## src/rtl/message_scroller_pkg.sv

```systemverilog
// Shared definitions for the message scroller: user mode encodings and the
// default LED-matrix geometry.
package message_scroller_pkg;

    typedef enum logic [1:0] {
        MODE_OFF    = 2'b00,
        MODE_LEFT   = 2'b01,
        MODE_RIGHT  = 2'b10,
        MODE_FREEZE = 2'b11
    } mode_e;

    localparam int DEFAULT_WIN_W = 7;
    localparam int DEFAULT_WIN_H = 5;

endpackage

```

## src/rtl/message_scroller_if.sv

```systemverilog
// Bundle between the frame source and its user/scanner side: mode, bitmap and
// frame_sync in, registered window frame and status out.
interface message_scroller_if
    import message_scroller_pkg::*;
#(
    parameter int MSG_LEN = 16,
    parameter int WIN_W   = DEFAULT_WIN_W,
    parameter int WIN_H   = DEFAULT_WIN_H
);
    localparam int POS_W = (MSG_LEN > 1) ? $clog2(MSG_LEN) : 1;

    logic [1:0]               mode;
    logic [WIN_H*MSG_LEN-1:0] msg_bits;
    logic                     frame_sync;
    logic [WIN_H*WIN_W-1:0]   frame_out;
    logic                     display_en;
    logic [POS_W-1:0]         pos;
    logic                     step_pulse;

    modport master (
        output mode, msg_bits, frame_sync,
        input  frame_out, display_en, pos, step_pulse
    );

    modport slave (
        input  mode, msg_bits, frame_sync,
        output frame_out, display_en, pos, step_pulse
    );

endinterface

```

## src/rtl/message_scroller_step_prescaler.sv

```systemverilog
// Scroll-rate prescaler: counts 0..TICK_DIV-1 while running and flags the
// terminal count combinationally; held at zero when stopped.
module step_prescaler #(
    parameter int TICK_DIV = 25000000
) (
    input  logic clk,
    input  logic rst_n,
    input  logic run,
    output logic tick
);
    localparam int CNT_W = (TICK_DIV > 2) ? $clog2(TICK_DIV) : 1;

    logic [CNT_W-1:0] r_count;
    logic             w_last;

    assign w_last = (r_count == CNT_W'(TICK_DIV - 1));
    assign tick   = run && w_last;

    always_ff @(posedge clk or negedge rst_n) begin
        if (!rst_n) begin
            r_count <= '0;
        end else if (!run || w_last) begin
            r_count <= '0;
        end else begin
            r_count <= r_count + CNT_W'(1);
        end
    end

endmodule

```

## src/rtl/message_scroller.sv

```systemverilog
// Scrolling frame source for the 5x7 LED matrix: keeps a wrap-around scroll
// offset into a static bitmap and publishes a window only at frame boundaries.
module message_scroller
    import message_scroller_pkg::*;
#(
    parameter int MSG_LEN  = 16,
    parameter int WIN_W    = DEFAULT_WIN_W,
    parameter int WIN_H    = DEFAULT_WIN_H,
    parameter int TICK_DIV = 25000000
) (
    input  logic               clk,
    input  logic               rst_n,
    message_scroller_if.slave  bus
);
    localparam int POS_W = (MSG_LEN > 1) ? $clog2(MSG_LEN) : 1;
    localparam int IDX_W = POS_W + 1;

    logic                   w_run;
    logic                   w_left;
    logic                   w_active;
    logic                   w_tick;
    logic                   w_do_step;
    logic [POS_W-1:0]       w_pos_next;
    logic [WIN_H*WIN_W-1:0] w_window;

    logic [POS_W-1:0]       r_pos;
    logic                   r_pending;
    logic [WIN_H*WIN_W-1:0] r_frame;
    logic                   r_display_en;
    logic                   r_step_pulse;

    assign w_left   = (bus.mode == MODE_LEFT);
    assign w_run    = w_left || (bus.mode == MODE_RIGHT);
    assign w_active = (bus.mode != MODE_OFF);

    step_prescaler #(
        .TICK_DIV (TICK_DIV)
    ) u_prescaler (
        .clk   (clk),
        .rst_n (rst_n),
        .run   (w_run),
        .tick  (w_tick)
    );

    // A tick landing on the frame_sync cycle counts just like a pending one.
    assign w_do_step = w_run && bus.frame_sync && (r_pending || w_tick);

    always_comb begin
        w_pos_next = r_pos;
        if (w_do_step) begin
            if (w_left) begin
                w_pos_next = (r_pos == POS_W'(MSG_LEN - 1)) ? '0 : r_pos + POS_W'(1);
            end else begin
                w_pos_next = (r_pos == '0) ? POS_W'(MSG_LEN - 1) : r_pos - POS_W'(1);
            end
        end
    end

    // Window column c reads message column (pos_next + c) wrapped by one subtract.
    for (genvar gr = 0; gr < WIN_H; gr++) begin : g_row
        logic [MSG_LEN-1:0] w_row;
        assign w_row = bus.msg_bits[gr*MSG_LEN +: MSG_LEN];

        for (genvar gc = 0; gc < WIN_W; gc++) begin : g_col
            logic [IDX_W-1:0] w_sum;
            logic [POS_W-1:0] w_col;
            assign w_sum = {1'b0, w_pos_next} + IDX_W'(gc);
            assign w_col = (w_sum >= IDX_W'(MSG_LEN)) ? POS_W'(w_sum - IDX_W'(MSG_LEN))
                                                      : w_sum[POS_W-1:0];
            assign w_window[gr*WIN_W + gc] = w_row[w_col];
        end
    end

    always_ff @(posedge clk or negedge rst_n) begin
        if (!rst_n) begin
            r_pos        <= '0;
            r_pending    <= 1'b0;
            r_frame      <= '0;
            r_display_en <= 1'b0;
            r_step_pulse <= 1'b0;
        end else begin
            r_pos        <= w_pos_next;
            r_step_pulse <= w_do_step;

            if (!w_run || w_do_step) begin
                r_pending <= 1'b0;
            end else if (w_tick) begin
                r_pending <= 1'b1;
            end

            if (bus.frame_sync && w_active) begin
                r_frame <= w_window;
            end

            // Going dark must not wait for the scanner's next frame boundary.
            if (!w_active) begin
                r_display_en <= 1'b0;
            end else if (bus.frame_sync) begin
                r_display_en <= 1'b1;
            end
        end
    end

    assign bus.frame_out  = r_frame;
    assign bus.display_en = r_display_en;
    assign bus.pos        = r_pos;
    assign bus.step_pulse = r_step_pulse;

endmodule

```

## src/flat_wrapper.sv

```systemverilog
// flat-port wrapper written by rule: the top's interface ports become plain ports
module message_scroller_flat import message_scroller_pkg::*;
#(
    parameter int MSG_LEN  = 16,
    parameter int WIN_W    = DEFAULT_WIN_W,
    parameter int WIN_H    = DEFAULT_WIN_H,
    parameter int TICK_DIV = 25000000
)
  (clk, rst_n, bus_mode, bus_msg_bits, bus_frame_sync, bus_frame_out, bus_display_en, bus_pos, bus_step_pulse);
  message_scroller_if #(.MSG_LEN(MSG_LEN), .WIN_W(WIN_W), .WIN_H(WIN_H)) bus_i ();
  input  logic clk;
  input  logic rst_n;
  input wire logic [$bits(bus_i.mode)-1:0] bus_mode;
  input wire logic [$bits(bus_i.msg_bits)-1:0] bus_msg_bits;
  input wire logic [$bits(bus_i.frame_sync)-1:0] bus_frame_sync;
  output wire logic [$bits(bus_i.frame_out)-1:0] bus_frame_out;
  output wire logic [$bits(bus_i.display_en)-1:0] bus_display_en;
  output wire logic [$bits(bus_i.pos)-1:0] bus_pos;
  output wire logic [$bits(bus_i.step_pulse)-1:0] bus_step_pulse;
  assign bus_i.mode = bus_mode;
  assign bus_i.msg_bits = bus_msg_bits;
  assign bus_i.frame_sync = bus_frame_sync;
  assign bus_frame_out = bus_i.frame_out;
  assign bus_display_en = bus_i.display_en;
  assign bus_pos = bus_i.pos;
  assign bus_step_pulse = bus_i.step_pulse;
  message_scroller #(.MSG_LEN(MSG_LEN), .WIN_W(WIN_W), .WIN_H(WIN_H), .TICK_DIV(TICK_DIV)) u_core (.clk(clk), .rst_n(rst_n), .bus(bus_i));
endmodule
```

## config.mk

```make
export PLATFORM = sky130hd
export DESIGN_NAME = message_scroller_flat
export DESIGN_NICKNAME = d
export VERILOG_FILES = /design/src/rtl/message_scroller_pkg.sv /design/src/rtl/message_scroller_if.sv /design/src/rtl/message_scroller_step_prescaler.sv /design/src/rtl/message_scroller.sv /design/src/flat_wrapper.sv
export SDC_FILE = /design/constraint.sdc
export NUM_CORES = 1
export LEC_CHECK = 0
export BUFFER_PORTS_ARGS = -buffer_cell sky130_fd_sc_hd__buf_2
export CORE_MARGIN = 5
export CORE_UTILIZATION = 54
export CTS_CLUSTER_DIAMETER = 200
export DETAILED_ROUTE_END_ITERATION = 10
export MAX_ROUTING_LAYER = met4
export PLACE_DENSITY_LB_ADDON = 0.1
export SETUP_SLACK_MARGIN = 0.02
export SLEW_MARGIN = 10
export SYNTH_ARGS = -nofsm -noshare
export SYNTH_HDL_FRONTEND = slang
export SYNTH_SLANG_ARGS = --single-unit
export TNS_END_PERCENT = 30
```

## constraint.sdc

```tcl
create_clock -name clk -period 5.6 [get_ports clk]
set_input_delay 0.56 -clock clk [delete_from_list [all_inputs] [get_ports clk]]
set_output_delay 0.56 -clock clk [all_outputs]
set_load 0.05 [all_outputs]
```

== After elaboration in Yosys (flattened, before gate mapping) ==
Index checks and enable logic that the tools add are counted.
Storage, ports and cells
  bits in registers: 67
  bits in latches: 0
  bits in writable memories: 0
  bits in read-only memories: 0
  input bits: 85
  output and inout bits: 41
  memories: 0
Operators by class
  add/sub/neg operators: 16
  multipliers: 0
  divide/modulo/power cells: 0
  order comparisons: 14
  equality and inequality tests: 5
  shift-type cells: 0
  muxes and demuxes: 86
  bitwise operators: 0
  reduce and logical (&&, ||, !) cells: 12
Operator list (number)
  $bmux W1 S4: 35
  $mux W4: 11
  $mux W1: 39
  $lt A4 B5 Y1 const B: 7
  $sub A4 B1 Y4 const B: 8
  $ge A5 B5 Y1 const B: 6
  $add A25 B1 Y25 const B: 1
  $eq A25 B25 Y1 const B: 1
  $mux W25: 1
  $add A4 B3 Y5 const B: 3
  $add A4 B2 Y5 const B: 2
  $add A4 B1 Y5 const B: 1
  $ge A4 B5 Y1 const B: 1
  $add A4 B1 Y4 const B: 1
  $eq A4 B4 Y1 const B: 1
  $logic_and A1 B1 Y1: 4
  $logic_not A4 Y1: 1
  $logic_or A1 B1 Y1: 4
  $reduce_bool A2 Y1: 2
  $eq A2 B1 Y1 const B: 1
  $eq A2 B2 Y1 const B: 1
  $ne A2 B2 Y1 const B: 1
  $logic_not A1 Y1: 1

== Logic depth before layout (Yosys ltp) ==
Gate-level depths: netlist of run 1.
  depth after elaboration: 11
  gate-level depth with buffers: 19
  mapped depth without buffers: 13

== By module ==
A second synthesis of run 1 with hierarchy kept.
Unflattened totals
  cell total of the unflattened synthesis: 725
  area, all modules: 6631.4 µm²
By module, submodules not included
  message_scroller: times used 1, cells an instance 584, area each 5308.8 µm², seq. area each 1051.0 µm²
  step_prescaler: times used 1, cells an instance 141, area each 1322.5 µm², seq. area each 625.6 µm²

== Worst setup path after synthesis of run 1 ==
Ideal clock, no wire load.
  path kind: input to register
  from: in bus_mode[1]
  to: reg u_core.r_frame[15] (netlist: u_core.bus.frame_out[15])
  setup time: 118 ps
  arrival time: 4309 ps
  path slack: 1173 ps
  cell stages on the path: 19
  cell sequence: inv_1 -> ha_1 -> nand3_1 -> nor4_1 -> a21o_1 -> buf_6 -> mux2_4 -> inv_2 -> buf_6 -> buf_2 -> buf_2 -> buf_2 -> ha_1 -> buf_1 -> clkbuf_1 -> mux4_2 -> mux4_2 -> nand2_1 -> nand2_1
Between the ends
  longest elaborated chain between the ends: 11
  elaborated cells between the ends (all ways): 17
  those cells by class: 2 x add/sub; 1 x order compare; 2 x eq/ne; 5 x mux; 7 x reduce/logical
RTL lines
  start, declared: RTL line flat_wrapper.sv:13  | input wire logic [$bits(bus_i.mode)-1:0] bus_mode;
  $eq A2 B1 Y1 or $eq A2 B2 Y1 (tied branches): RTL line message_scroller.sv:32, message_scroller.sv:33
  $logic_or A1 B1 Y1 (*): RTL line message_scroller.sv:33  | assign w_run = w_left || (bus.mode == MODE_RIGHT);
  $logic_and A1 B1 Y1: RTL line message_scroller_step_prescaler.sv:17  | assign tick = run && w_last;
  $logic_or A1 B1 Y1: RTL line message_scroller.sv:46  | assign w_do_step = w_run && bus.frame_sync && (r_pending || w_tick);
  $logic_and A1 B1 Y1 (*): RTL line message_scroller.sv:46
  named net u_core.w_do_step: RTL line message_scroller.sv:22  | logic w_do_step;
  $mux W4 (*): RTL line message_scroller.sv:50  | if (w_do_step) begin
  $add A4 B1 Y5 (*): RTL line message_scroller.sv:67  | assign w_sum = {1'b0, w_pos_next} + IDX_W'(gc);
  $sub A4 B1 Y4 or $ge A5 B5 Y1 (tied branches): RTL line message_scroller.sv:68  | assign w_col = (w_sum >= IDX_W'(MSG_LEN)) ? POS_W'(w_sum - IDX_W'(MSG_LEN))
  $mux W4 (*): RTL line message_scroller.sv:68
  $bmux W1 S4 (*): RTL line message_scroller.sv:70  | assign w_window[gr*WIN_W + gc] = w_row[w_col];
  $mux W1 (implied by the code) (*): RTL line message_scroller.sv:70
  end signal, assigned: RTL line message_scroller.sv:92  | r_frame <= w_window;
  end, declared: RTL line message_scroller.sv:28  | logic [WIN_H*WIN_W-1:0] r_frame;
The timed path passes the listed nets; every way through them passes the cells marked *. The select of a mux whose other input is x is not followed.
A chain may end at the register's enable or synchronous reset.

== Worst setup path after layout of run 1 ==
  from: reg u_core.u_prescaler.r_count[7]
  to: reg u_core.r_frame[27] (netlist: u_core.bus.frame_out[27])
Between the ends
  longest elaborated chain between the ends: 10
  elaborated cells between the ends (all ways): 11
  those cells by class: 2 x add/sub; 1 x order compare; 1 x eq/ne; 4 x mux; 3 x reduce/logical
RTL lines
  start, declared: RTL line message_scroller_step_prescaler.sv:13  | logic [CNT_W-1:0] r_count;
  start signal, assigned: RTL line message_scroller_step_prescaler.sv:25  | r_count <= r_count + CNT_W'(1);
  $eq A25 B25 Y1 (*): RTL line message_scroller_step_prescaler.sv:16  | assign w_last = (r_count == CNT_W'(TICK_DIV - 1));
  $logic_and A1 B1 Y1 (*): RTL line message_scroller_step_prescaler.sv:17
  $logic_or A1 B1 Y1 (*): RTL line message_scroller.sv:46
  $logic_and A1 B1 Y1 (*): RTL line message_scroller.sv:46
  $mux W4 (*): RTL line message_scroller.sv:50
  $add A4 B3 Y5 (*): RTL line message_scroller.sv:67
  $sub A4 B1 Y4 or $ge A5 B5 Y1 (tied branches): RTL line message_scroller.sv:68
  $mux W4 (*): RTL line message_scroller.sv:68
  $bmux W1 S4 (*): RTL line message_scroller.sv:70
  $mux W1 (implied by the code) (*): RTL line message_scroller.sv:70
Every way passes the cells marked *; elsewhere a longest branch is shown, timed or not. The select of a mux whose other input is x is not followed.

==> results of run 1 <==
-- state kept, by name (all words and copies together) (netlist names) --
signal	cells
u_core.bus.display_en	1
u_core.bus.frame_out	35
u_core.bus.pos	4
u_core.bus.step_pulse	1
u_core.r_pending	1
u_core.u_prescaler.r_count	25
-- power groups by stage --
stage          registers [µW]  logic (µW)  clock network (µW)
3_3_place_gp              567         562                   0
4_1_cts                   560         572                 623
5_1_grt                   565         616                 641
6_report                  560         576                 616
3_5_place_dp              568         570                   0
2_1_floorplan             710         253                   0
-- cell families (layout without fill, tap and decap cells) --
group                      after synthesis  count (layout)
buffers and inverters                   75             171
and+or+nand+nor                        341             341
muxes                                  130             130
other                                    0               1
adders and majority gates                7               7
AOI/OAI and AO/OA                      107             107
DFF                                     67              67
xor gates and xnor gates                29              29
-- cell usage after synthesis (all sizes together), types with 3 or more instances --
| master | count |
|---|---|
| nor2 | 126 |
| nand2 | 86 |
| dfrtp | 67 |
| mux2i | 65 |
| mux4 | 49 |
| nand3 | 40 |
| o21ai | 31 |
| buf | 29 |
| clkbuf | 29 |
| nor3 | 27 |
| o311ai | 19 |
| a211oi | 17 |
| and3 | 17 |
| inv | 16 |
| mux2 | 16 |
| xnor2 | 16 |
| xor2 | 13 |
| or3 | 12 |
| a21oi | 8 |
| ha | 7 |
| nor2b | 7 |
| a311oi | 6 |
| nand4 | 6 |
| nor4 | 5 |
| a31oi | 4 |
| nand2b | 4 |
| a21o | 3 |
| a2bb2oi | 3 |
| and2 | 3 |
| o211ai | 3 |
-- how the worst max path moves through the flow --
stage	start	to	slack, ns	cells after the start
after floorplan	bus_mode[1]	u_core.bus.frame_out[15]$_DFFE_PN0P_	1.17	19
after global placement	bus_mode[0]	u_core.bus.frame_out[27]$_DFFE_PN0P_	1.00	13
after detailed placement	bus_mode[0]	u_core.bus.frame_out[27]$_DFFE_PN0P_	0.97	13
after CTS	u_core.u_prescaler.r_count[7]$_DFF_PN0_	u_core.bus.frame_out[27]$_DFFE_PN0P_	1.04	10
after global routing	u_core.u_prescaler.r_count[7]$_DFF_PN0_	u_core.bus.frame_out[27]$_DFFE_PN0P_	0.77	10
final	u_core.u_prescaler.r_count[7]$_DFF_PN0_	u_core.bus.frame_out[27]$_DFFE_PN0P_	0.88	10
-- cells in the final DEF, fill, tap and decap left out, types with 3 or more instances in the layout --
cell / synthesis / final
nor2b_1: 7 / 7
a2bb2oi_1: 3 / 3
mux4_2: 49 / 49
buf_4: 4 / 14
and3_1: 17 / 17
nand4_1: 6 / 6
xor2_1: 13 / 13
o311ai_1: 15 / 15
a311oi_1: 6 / 6
o311ai_0: 4 / 4
nor4_1: 4 / 4
mux2_2: 14 / 14
o21ai_0: 13 / 13
a21oi_1: 8 / 8
xnor2_1: 14 / 14
clkbuf_16: 0 / 9
dfrtp_1: 67 / 67
nand3_1: 39 / 39
and2_1: 3 / 3
nor3_1: 26 / 26
buf_2: 15 / 125
inv_1: 12 / 12
or3_1: 12 / 12
nand2b_1: 4 / 3
o211ai_1: 3 / 3
a211oi_1: 17 / 17
ha_1: 7 / 7
a31oi_1: 4 / 4
a21o_1: 3 / 3
mux2i_1: 64 / 63
inv_2: 4 / 4
nor2_1: 126 / 126
nand2_1: 85 / 85
clkinv_2: 1 / 3
o21ai_1: 17 / 17
-- layout make-up --
cell class              instances  share of cell area [%]
diodes                          1                  0.0327
clock buffers                  10                    3.00
clock inverters                 5                    1.03
inverters                      17                   0.851
multi-input cells             614                    60.8
flip-flops and latches         67                    21.9
well taps                     168                    2.75
repair buffers                139                    9.56
-- worst max-delay path: stages (launching register included) --
cell and delay [ns]:
dfrtp_1 0.42, or4_4 0.57, nor4_4 0.23, a21o_1 0.40, mux2i_4 0.30, buf_4 0.53
nand3_2 0.45, nand2_2 0.54, mux2_1 0.36, a2111oi_0 0.64, a211oi_1 0.10
-- stage by stage --
stage	area [µm²]	hold slack (ns)	setup slack (ns)	std cells	power, µW
after floorplan	6660	0.264	1.17	756	963
final	7640	0.430	0.880	1021	1750
after global placement	7330	0.450	1.00	1005	1130
after CTS	7640	0.463	1.04	1020	1750
after global routing	7640	0.500	0.772	1020	1820
after detailed placement	7330	0.456	0.965	1005	1140
-- layer usage --
| layer | wire length, µm | up-vias | part of all wire [%] |
|---|---|---|---|
| met5 | 0 | - | 0 |
| met4 | 665 | 0 | 3.1 |
| met3 | 2120 | 64 | 9.7 |
| met2 | 10200 | 430 | 47 |
| met1 | 8750 | 3232 | 40 |
| li1 | - | 2965 | - |
==> metrics.cfg, run 1 <==
[outcome]
status=finished, final reports clean

[timing]
worst_slew_pin_slew_ns=1.12
finalSetupViolCount=0
finClkSkew_ns=0.00974
rsz0062_at_grt=false
clock.fmax_ghz=0.212
relSlewSlack_pct=25.3
tns_ns=0
fin_crit_ns=4.72
maxSlewViolCount=0
post-route-period-util_pct=84.3
finalHoldViolations=0

[yosys]
syn_inst=756
synth_edf_count=0
synth-main-ff-cell=dfrtp_1
async_flop_share_pct=100
yosysSeqAreaShare_pct=25.2
synth_compound_area_share_pct=11.4
synth_seq_cells=67
syn_area_um2=6660
muxShareOfSynthArea_pct=29.3
synthSimpleGateAreaFrac_pct=23.5
yosys_warnings=0
synthAdderAreaFrac_pct=1.31
synth_area_leaders=dfrtp_1 (25%), mux4_2 (17%), mux2i_1 (9.6%)
synthesis.nets=848
avgSynthCellArea_um2=8.81
synth_top_area_share_pct=25.2
synth_xor_area_share_pct=4.04
ys_types=64
synth_top_family_by_area=multiplexers
synth_top_area_cell=dfrtp_1

[placed_design]
portBuffers=125
dpl.hpwl_mm=15.0
globalplace.congestion=0.946

[cts]
clkTransAtPathRegs_ns=0.06
clock_path_buffers=2
cts_num_sinks=67
post-cts-setup-buffer-count=0
cts_tree=built
cts_root_buf=clkbuf_16
cts_made_buffers=9
clkLatencyLatePin_ns=0.35
htree_levels=3
cts_hold_buf=0
ctsResizeCount=0

[route]
routed_via_density=6.55
wl_mm=21.8
drtIter0Drc=915
first_pass_iters=5
drc=0
wl_per_cell_um=21.3
vias=6691
ant_nets=0

[worst_setup_path]
r2r-start=u_core.u_prescaler.r_count[7]$_DFF_PN0_
critPathArrivalTime_ns=4.92
r2r-end=u_core.bus.frame_out[27]$_DFFE_PN0P_
critPathCaptureType=flop
critPathLaunchType=flop
cp_max_fo=48
reg2reg_depth=10
reg2reg_slack_ns=0.88
cp.required_ns=5.80
criticalPathCategory=flop to flop

[cells_and_area]
regArea_um2=1680
syn_to_final_growth_pct=14.7
nFillCells=1028
multi_input_comb_area_um2=4650
nNetsFinal=940
drive_gt1_share_pct=27.5
final_util_pct=63.4

[power]
p_switching_uw=642
p_sw_share_pct=36.7
peakVddDrop_uv=151
clkPwrFrac_pct=35.2
power_density_nw_per_um2=229
pwr-share-seq_pct=31.9
p_int_uw=1110
p_leak_uw=0.00339
combPwrFrac_pct=32.9

[global_routing]
met2_usage_pct=47.2
first_global_vias=6504
gr-usage-all-layers_pct=30.6
busiest_layer=met2
grt_use_met3_pct=6.48
grt_overflow=0
antenna_found_initial=0
use_met1_pct=40.5
grt_max_degree=87
grt_pass1_wl_mm=34.5

[hold_path]
worstHoldPathType=primary input to asynchronous set/reset pin

[die]
die_w_um=121
dieHeight_um=121
ios=126
core_um2=12100
start_util_pct=55.2
fp-row-count=40
fp.dieArea_um2=14700

[job]
drv_cap=0

No activity file was read; power rests on OpenSTA's default activity.
==> inputs of run 2 (changes only) <==
Clock period 5.6 ns to 4.6 ns, I/O delays scaled along.
==> run 2 against run 1 <==
Net effect: core utilization grew 0.86 points; setup slack lost 0.17 ns; routed wire length is essentially flat; flip-flop and latch count is the same; worst hold slack lost 0.27 ns; final cell count grew 0.69%; clock skew shrank 0.00073 ns; sequential share of layout area shrank 0.29 points; non-clock buffer count grew 7; maximum frequency grew 21%; critical endpoint is now u_core.bus.frame_out[8]$_DFFE_PN0P_; highest routed layer unchanged.
==> metrics.cfg, run 2 (synthesis gave the netlist of run 1 again) <==
[outcome]
status=finished, final reports clean

[worst_setup_path]
path_cells=or4_4 > nor4_4 > a21o_1 > mux2i_4 > inv_2 > ha_1 > xnor2_2 > mux4_2 > nand2_1 > nand2_1
critPathArrivalTime_ns=4.13  ; -0.79 ns
criticalPathCategory=flop to flop
reg2reg_slack_ns=0.71  ; -0.17 ns
reg2reg_depth=10  ; unchanged
critPathMaxStageDelay_ns=0.89  ; +0.25 ns
path_buf_inv=1  ; unchanged
cp_slowest_cell=xnor2_2
cp.required_ns=4.84  ; -0.96 ns
crit_top_cell=nand2_1
critPathLaunchType=flop
cp_max_fo=17  ; -65%
worst-path-stages=10  ; unchanged
critPathCaptureType=flop
cp_top_family=multiplexers

[cts]
clkLatencyLatePin_ns=0.35  ; about the same
cts_hold_buf=0  ; unchanged
clkTransAtPathRegs_ns=0.06  ; about the same
cts_root_buf=clkbuf_16
post-cts-setup-buffer-count=0  ; unchanged
ctsResizeCount=0  ; unchanged
cts_tree=built
htree_levels=3  ; unchanged
clock_path_buffers=2  ; unchanged
cts_num_sinks=67  ; unchanged
cts_made_buffers=9  ; unchanged

[timing]
holdWs_ns=0.162  ; -0.268 ns
tns_ns=0  ; unchanged
fin_crit_ns=3.89  ; -0.835 ns
finClkSkew_ns=0.00901  ; -0.000731 ns
finalSetupViolCount=0  ; unchanged
setup_ws_ns=0.715  ; -0.165 ns
clock.fmax_ghz=0.257  ; +21%
finalHoldViolations=0  ; unchanged
worst_slew_pin_slew_ns=1.13  ; +0.00872 ns
maxSlewViolCount=0  ; unchanged
rsz0062_at_grt=false
post-route-period-util_pct=84.5  ; +0.18 points
relSlewSlack_pct=24.3  ; -0.95 points

[cells_and_area]
largest_reg_flops=35  ; unchanged
most-common-layout-cells=nor2_1 (126), buf_2 (125), nand2_1 (85), dfrtp_1 (67), mux2i_1 (63)
multi_input_comb_area_um2=4650  ; unchanged
regArea_um2=1680  ; unchanged
nNetsFinal=947  ; +0.74%
final_common_cell=nor2_1
nFillCells=1046  ; +1.8%
final_area_um2=7740  ; +1.4%
syn_to_final_growth_pct=16.2
drive_gt1_share_pct=28.3  ; +0.79 points
num_antenna_cells=0  ; -1

[die]
start_util_pct=55.2  ; unchanged
fp.dieArea_um2=14700  ; unchanged
die_w_um=121  ; unchanged
core_um2=12100  ; unchanged
ios=126  ; unchanged
dieHeight_um=121  ; unchanged
fp-row-count=40  ; unchanged

[hold_path]
worstHoldPathType=primary input to asynchronous set/reset pin

[power]
p_leak_uw=0.00345  ; +1.5%
power_density_nw_per_um2=282  ; +23%
peakVddDrop_uv=204  ; +35%

[route]
wl_mm=21.7  ; about the same
vias=6624  ; -1.0%
drc=0  ; unchanged
routed_via_density=6.44  ; -1.7%
drtIter0Drc=750  ; -18%
first_pass_iters=5  ; unchanged
wl_per_cell_um=21.1  ; -0.76%
ant_nets=0  ; unchanged

[placed_design]
placed_area_um2=7410  ; +1.1%
globalplace.congestion=0.964  ; +1.9%
dp_slack_ns=0.690  ; -0.276 ns
dpl.hpwl_mm=15.5  ; +3.5%
portBuffers=125  ; unchanged

[global_routing]
antenna_found_initial=0  ; unchanged
gr-usage-all-layers_pct=31.1  ; +0.46 points
grt_max_degree=87  ; unchanged
grt_overflow=0  ; unchanged
first_global_vias=6395  ; -1.7%
grt_pass1_wl_mm=34.8  ; +0.82%

[job]
drv_cap=0  ; unchanged

-- run 2: power breakdown --
part	leakage (µW)	switching [µW]	internal, µW
combinational	0.00243	465	238
clock	0.000158	290	506
sequential	0.000855	38.7	645
-- run 2: stage by stage --
stage,power (µW),cells,util (%)
2_1_floorplan,1170,756,-
3_3_place_gp,1380,1012,61.4
3_5_place_dp,1390,1012,61.4
4_1_cts,2190,1028,64.2
5_1_grt,2280,1028,64.2
6_report,2180,1028,64.2
-- run 2: area by class of cell --
class                           count  area share, %
Tap cell                          168           2.71
Sequential cell                    67           21.6
Clock inverter                      5           1.08
Multi-Input combinational cell    614           60.0
Timing Repair Buffer              146           10.4
Clock buffer                       11           3.26
Inverter                           17          0.840
-- run 2: path summary, 6_finish.rpt --
kind	from	endpoint
setup reg to reg	u_core.u_prescaler.r_count[7]$_DFF_PN0_	u_core.bus.frame_out[8]$_DFFE_PN0P_
hold reg to reg	u_core.bus.frame_out[30]$_DFFE_PN0P_	u_core.bus.frame_out[30]$_DFFE_PN0P_
hold / removal	rst_n	u_core.bus.display_en$_DFFE_PN0P_
min in group clk	bus_frame_sync	u_core.r_pending$_DFFE_PN0P_
setup / recovery	u_core.u_prescaler.r_count[7]$_DFF_PN0_	u_core.bus.frame_out[8]$_DFFE_PN0P_
max in group asynchronous	rst_n	u_core.u_prescaler.r_count[13]$_DFF_PN0_
-- run 2: worst register-to-register path: cells and delay by family (launching register included) --
kind / cells / cell delay (ns)
multiplexers: 2 / 0.93
AND/OR/NAND/NOR: 4 / 0.89
XOR/XNOR: 1 / 0.89
flip-flops: 1 / 0.41
AO/OA/AOI/OAI: 1 / 0.38
adder cells (fa/ha/maj): 1 / 0.21
buffers and inverters: 1 / 0.08
-- run 2: routing by layer --
metal,routed length (µm),vias to the layer above,GRT usage [%],share of wire (%)
met4,589,0,10.6,2.7
met2,10100,375,46.1,47
met3,1930,44,4.34,8.9
li1,-,2983,-,-
met5,0,-,-,0
met1,9090,3222,44.0,42
